--- config.mk ---
export PLATFORM = sky130hd
export DESIGN_NAME = alu_control_unit_flat
export DESIGN_NICKNAME = d
export VERILOG_FILES = /design/src/rtl/alu_control_unit_if.sv /design/src/rtl/alu_control_unit.sv /design/src/flat_wrapper.sv
export SDC_FILE = /design/constraint.sdc
export NUM_CORES = 1
export LEC_CHECK = 0
export CORE_AREA = 2 2 39 41
export DETAILED_ROUTE_END_ITERATION = 8
export DIE_AREA = 0 0 41 43
export PLACE_DENSITY = 0.55
export SLEW_MARGIN = 25
export SYNTH_ARGS = -nofsm -noshare
export SYNTH_HDL_FRONTEND = slang
export SYNTH_SLANG_ARGS = --single-unit
--- constraint.sdc ---
create_clock -name clk -period 2 [get_ports clk]
set_input_delay 0.3 -clock clk [delete_from_list [all_inputs] [get_ports clk]]
set_output_delay 0.3 -clock clk [all_outputs]
set_load 0.02 [all_outputs]
--- src/rtl/alu_control_unit_if.sv ---
// Decode-request / decoded-result bundle between the control path and alu_control_unit.
// With ALUCTL_ERR_COUNT_EN defined, the bundle also carries the illegal-decode counter.
interface alu_control_unit_if;
    logic       en;
    logic [1:0] ALUOp;
    logic [5:0] funct;
    logic [3:0] alu_control;
    logic       illegal;
`ifdef ALUCTL_ERR_COUNT_EN
    logic [7:0] err_count;

    modport master (output en, ALUOp, funct, input alu_control, illegal, err_count);
    modport slave  (input en, ALUOp, funct, output alu_control, illegal, err_count);
`else
    modport master (output en, ALUOp, funct, input alu_control, illegal);
    modport slave  (input en, ALUOp, funct, output alu_control, illegal);
`endif
endinterface

--- src/rtl/alu_control_unit.sv ---
// Registered ALU-control decoder: maps ALUOp/funct to a 4-bit ALU operation code.
// Optional macro ALUCTL_ERR_COUNT_EN adds a saturating illegal-decode counter (err_count).
module alu_control_unit #(
    parameter logic [3:0] RESET_CODE   = 4'b0000,
    parameter logic [3:0] ILLEGAL_CODE = 4'b1111
) (
    input  logic               clk,
    input  logic               rst_n,
    alu_control_unit_if.slave  bus
);

    logic [3:0] next_code;
    logic       next_illegal;

    always_comb begin
        next_code    = ILLEGAL_CODE;
        next_illegal = 1'b1;
        case (bus.ALUOp)
            2'b00: begin
                next_code    = 4'b0111;
                next_illegal = 1'b0;
            end
            2'b01: begin
                next_code    = 4'b0110;
                next_illegal = 1'b0;
            end
            2'b10: begin
                next_illegal = 1'b0;
                case (bus.funct)
                    6'b100000: next_code = 4'b0010;
                    6'b100100: next_code = 4'b0110;
                    6'b100001: next_code = 4'b0011;
                    6'b100010: next_code = 4'b0100;
                    6'b100011: next_code = 4'b0101;
                    default: begin
                        next_code    = ILLEGAL_CODE;
                        next_illegal = 1'b1;
                    end
                endcase
            end
            default: begin
                next_code    = ILLEGAL_CODE;
                next_illegal = 1'b1;
            end
        endcase
    end

    always_ff @(posedge clk) begin
        if (!rst_n) begin
            bus.alu_control <= RESET_CODE;
            bus.illegal     <= 1'b0;
        end else if (bus.en) begin
            bus.alu_control <= next_code;
            bus.illegal     <= next_illegal;
        end
    end

`ifdef ALUCTL_ERR_COUNT_EN
    // Counter sticks at 8'hFF until the next reset.
    always_ff @(posedge clk) begin
        if (!rst_n) begin
            bus.err_count <= 8'h00;
        end else if (bus.en && next_illegal && (bus.err_count != 8'hFF)) begin
            bus.err_count <= bus.err_count + 8'h01;
        end
    end
`endif

endmodule

--- src/flat_wrapper.sv ---
// flat-port wrapper written by rule: the top's interface ports become plain ports
module alu_control_unit_flat 
#(
    parameter logic [3:0] RESET_CODE   = 4'b0000,
    parameter logic [3:0] ILLEGAL_CODE = 4'b1111
)
  (clk, rst_n, bus_en, bus_ALUOp, bus_funct, bus_alu_control, bus_illegal);
  alu_control_unit_if bus_i ();
  input  logic clk;
  input  logic rst_n;
  input wire logic [$bits(bus_i.en)-1:0] bus_en;
  input wire logic [$bits(bus_i.ALUOp)-1:0] bus_ALUOp;
  input wire logic [$bits(bus_i.funct)-1:0] bus_funct;
  output wire logic [$bits(bus_i.alu_control)-1:0] bus_alu_control;
  output wire logic [$bits(bus_i.illegal)-1:0] bus_illegal;
  assign bus_i.en = bus_en;
  assign bus_i.ALUOp = bus_ALUOp;
  assign bus_i.funct = bus_funct;
  assign bus_alu_control = bus_i.alu_control;
  assign bus_illegal = bus_i.illegal;
  alu_control_unit #(.RESET_CODE(RESET_CODE), .ILLEGAL_CODE(ILLEGAL_CODE)) u_core (.clk(clk), .rst_n(rst_n), .bus(bus_i));
endmodule
After elaboration in Yosys (flattened, before gate mapping)
Cells that the tools add are included.
{"block": "totals", "ff_bits": 5, "input_bits": 11, "word_cells": 16}
{"block": "op_classes", "eq_ne": 7, "n_mux": 4, "reduce_logical": 3}
{"operator": "6-bit equality test (second input constant)", "count": 5}
{"operator": "4-bit case mux with 5 select lines", "count": 1}
{"operator": "4-bit case mux with 3 select lines", "count": 1}
{"operator": "5-bit OR reduction", "count": 1}
{"operator": "2-bit by 1-bit equality test with 1-bit output (second input constant)", "count": 1}
{"operator": "2-bit equality test (second input constant)", "count": 1}
{"operator": "2-bit zero test", "count": 1}
{"operator": "1-bit case mux with 2 select lines", "count": 1}
{"operator": "2-bit OR reduction", "count": 1}
{"operator": "1-bit two-way mux", "count": 1}

Longest topological paths before layout
{"block": "depth", "depth_word": 4, "depth_mapped": 3, "mapped_depth_nobuf": 3}

Worst setup path after synthesis
No wires, ideal clock.
{"block": "synth_path", "path_kind": "in2reg", "start": "in bus_ALUOp[0]", "end": "reg u_core.bus.alu_control[1]", "arrival_ns": 0.857, "slack_ns": 1.021, "stages": 3, "n_path_buf": 0, "cell_sequence": "nor4b_2 -> and3_2 -> a31oi_1"}
{"block": "synth_via", "elab_chain_len": 2, "elab_cells_between_ends": 4}
{"element": "start, declared", "line": "flat_wrapper.sv:12", "source": "input wire logic [$bits(bus_i.ALUOp)-1:0] bus_ALUOp;"}
{"element": "2-bit equality test, or another cell as far along", "line": "alu_control_unit.sv:18", "source": "case (bus.ALUOp)"}
{"element": "4-bit case mux with 3 select lines *", "line": "alu_control_unit.sv:18"}
{"element": "end signal, assigned", "line": "alu_control_unit.sv:53", "source": "bus.alu_control <= next_code;"}
{"element": "end, declared", "line": "alu_control_unit_if.sv:16", "source": "modport slave (input en, ALUOp, funct, output alu_control, illegal);"}
Every way passes the cells marked *; elsewhere a longest branch is shown, timed or not.
A chain may end at the register's enable or synchronous reset.

Worst setup path in the final report
{"block": "layout_path", "start": "reg u_core.bus.alu_control[0]", "end": "out bus_alu_control[0]"}
{"element": "end, declared", "line": "flat_wrapper.sv:14", "source": "output wire logic [$bits(bus_i.alu_control)-1:0] bus_alu_control;"}
No word-level cell between the ends.

==> tab_implementation.tex <==
\begin{tabular}{lr}
\hline
Metric & Value \\
\hline
\multicolumn{2}{l}{\textbf{Run status}} \\
Status & finished clean \\
\multicolumn{2}{l}{\textbf{Yosys}} \\
Proportion of synthesized flip-flops having asynchronous set or reset & 0 \\
Biggest area contributors in the synthesized netlist & dfxtp\_1, a21oi\_1, o21ai\_0 \\
Number of nets in the synthesized netlist & 35 \\
Syn Std Cell Area & 218 sq um \\
Register bit total from synthesis & 5 \\
Gate Count Post-Synth & 24 \\
Average footprint of a synthesized cell & 9.07 sq um \\
Number of synthesized flops with an enable pin & 0 \\
Leading cell type by number of instances after synthesis & dfxtp\_1 \\
Count of different cell masters after synthesis & 13 \\
Synthesis warning total & 0 \\
Most used flip-flop cell after synthesis & dfxtp\_1 \\
Most area-hungry cell type in the Yosys netlist & dfxtp\_1 \\
Post-synthesis sequential area ratio & 0.460 \\
Top-area cell type share of the netlist area & 0.460 \\
Top cell types by occurrence after synthesis & dfxtp\_1, a21oi\_1, o21ai\_0, nor2b\_1, o21a\_1 \\
\multicolumn{2}{l}{\textbf{Clock tree}} \\
Count of buffers added by post-CTS timing repair for setup & 0 \\
Later-pin clock latency in the skew report & 0.24 ns \\
Largest buffer count on any clock path & 2 \\
CTS tree & done \\
H-tree level count & 1 \\
Hold buffers post-CTS & 0 \\
Post-cts resize count & 0 \\
TritonCTS Buffers & 3 \\
Clock input transition at the sequential cells of the worst setup and hold paths & 0.04 ns \\
Clock root buffer & clkbuf\_4 \\
Clock Sink Count & 5 \\
\multicolumn{2}{l}{\textbf{Detailed routing}} \\
Antenna Nets Post-Route & 0 \\
Number of vias per cell after detailed routing & 3.73 \\
Vias after detailed routing & 220 \\
Final routed DRC violation total & 0 \\
Drt first-iter violations & 2 \\
Wire length per cell & 9.49 um \\
1st-pass router iterations & 2 \\
Total wirelength of the detailed-routed design & 560 um \\
\multicolumn{2}{l}{\textbf{Place}} \\
Final weighted congestion in routability-driven placement & 0.595 \\
Port Buffers & 15 \\
\multicolumn{2}{l}{\textbf{Timing}} \\
Final setup violating endpoints & 0 \\
Setup repair after global routing missed its margin & false \\
Upper clock frequency limit & 677 MHz \\
Min cycle time layout & 1.48 ns \\
Total Negative Setup Slacks & 0 ns \\
Max transition margin & 0.836 \\
Period Utilization, post-route & 0.738 \\
Final setup skew & 0 ns \\
Measured slew at the worst slew-check pin & 0.245 ns \\
Number of failing hold endpoints at the final stage & 0 \\
Max Transition Viols Final & 0 \\
\multicolumn{2}{l}{\textbf{Critical path}} \\
Worst setup path class & flip-flop to output port \\
CP startpoint kind & flip-flop \\
Setup slack of the most critical reg-to-reg path & 1.29 ns \\
Max stage delay cell, worst path & clkdlybuf4s50\_1 \\
Largest fanout on the critical path & 2 \\
Data required time of the critical path & 1.70 ns \\
WP buf/inv & 1 \\
Biggest cell delay along the critical path & 0.61 ns \\
Arrival time worst endpoint & 1.18 ns \\
Top delay family on crit path & buffers and inverters \\
Endpoint type of the worst setup path & output port \\
Crit path cell chain & clkdlybuf4s50\_1 \\
\multicolumn{2}{l}{\textbf{Power}} \\
Maximum ir drop on the vdd rail & 0.259 mV \\
Static Leak & 0.156 nW \\
Power density over the cells & 679 mW/mm\^{}2 \\
\multicolumn{2}{l}{\textbf{Floorplan}} \\
Initial Util & 0.157 \\
Number of core rows & 14 \\
DIE HEIGHT & 43 um \\
Chip width & 41 um \\
Count of boundary I/O pins & 16 \\
Die ar. & 0.00176 sq mm \\
Floorplan core area & 0.00138 sq mm \\
\multicolumn{2}{l}{\textbf{Global route}} \\
Number of global-route vias before repair & 192 \\
Number of antenna violations at the first check in global routing & 0 \\
Largest net degree at the start of global routing & 9 \\
Overall overflow remaining after global route & 0 \\
Total track usage & 0.0683 \\
First-pass GRT wire length & 731 um \\
\multicolumn{2}{l}{\textbf{Cells and area}} \\
Number of filler instances in the final layout & 165 \\
Number of antenna cells inserted & 0 \\
Net count reported at finish & 55 \\
Share of post-route cells with drive strength above 1 & 0.116 \\
Register area & 100 sq um \\
Area of the multi-input gates & 114 sq um \\
Area Overhead vs Synth & 90.2\% \\
Post-route core utilization & 0.299 \\
\multicolumn{2}{l}{\textbf{Worst hold path}} \\
Class of the worst hold path & flip-flop to flip-flop \\
\multicolumn{2}{l}{\textbf{Job}} \\
\# Max-Cap Violations & 0 \\
\hline
\end{tabular}
-- where the power goes --
part           internal, mW  switching (mW)
logic                0.0353          0.0241
registers             0.107         0.00290
clock network        0.0751          0.0368
total                 0.217          0.0637
-- metal layers --
layer | GRT usage | wire [um] | part of all wire | up-vias
li1 | - | - | - | 127
met1 | 0.0836 | 249 | 0.44 | 83
met2 | 0.0719 | 223 | 0.40 | 10
met3 | 0.0209 | 86 | 0.15 | 0
met4 | 0.100 | 0 | 0 | 0
met5 | 0 | 0 | 0 | -
-- final timing paths --
kind,from,to,depth (start not counted)
worst max-delay path,u_core.bus.alu_control[0],bus_alu_control[0],1
worst min register to register,u_core.bus.alu_control[2],u_core.bus.alu_control[2],2
worst min-delay path,u_core.bus.alu_control[2],u_core.bus.alu_control[2],2
worst max register to register,u_core.bus.alu_control[3],u_core.bus.alu_control[3],2
-- cells in the final DEF, fill, tap and decap left out --
cell and count:
a31oi_1 1, o21ai_0 3, a21oi_1 4, nand3b_1 1
dfxtp_1 5, nor4b_2 1, nor2b_1 2, nor2_1 1
nand2_1 1, clkbuf_1 1, clkbuf_4 3, o21a_1 2
clkdlybuf4s50_1 15, o211ai_1 1, and3_2 1, inv_1 1
-- per-stage QoR --
| step | std cells | setup slack [ns] | hold slack, ns | total power, mW | cell area, sq um |
|---|---|---|---|---|---|
| floorplan | 24 | 1.02 | 0.400 | 0.131 | 218 |
| global placement | 55 | 0.474 | 0.530 | 0.171 | 388 |
| detailed placement | 55 | 0.474 | 0.533 | 0.171 | 388 |
| CTS | 59 | 0.512 | 0.538 | 0.289 | 414 |
| global route | 59 | 0.488 | 0.585 | 0.298 | 414 |
| finish | 59 | 0.523 | 0.530 | 0.281 | 414 |
-- logic make-up (layout without fill, tap and decap cells) --
family	Yosys count	in the layout	synth area share
AOI/OAI and AO/OA	11	11	0.293
buffers and inverters	1	20	0.0172
and+or+nand+nor	7	7	0.230
DFF	5	5	0.460
-- layout make-up --
type,count,area share
tap,16,0.0483
multi-input combinational,18,0.275
clock buffer,4,0.0634
inverter,1,0.00906
sequential,5,0.242
timing repair buffer,15,0.363
-- flip-flops by register name, summed over array words and instances (netlist names) --
register and flops:
u_core.bus.alu_control 4, u_core.bus.illegal 1
No activity file was read; power rests on OpenSTA's default activity.
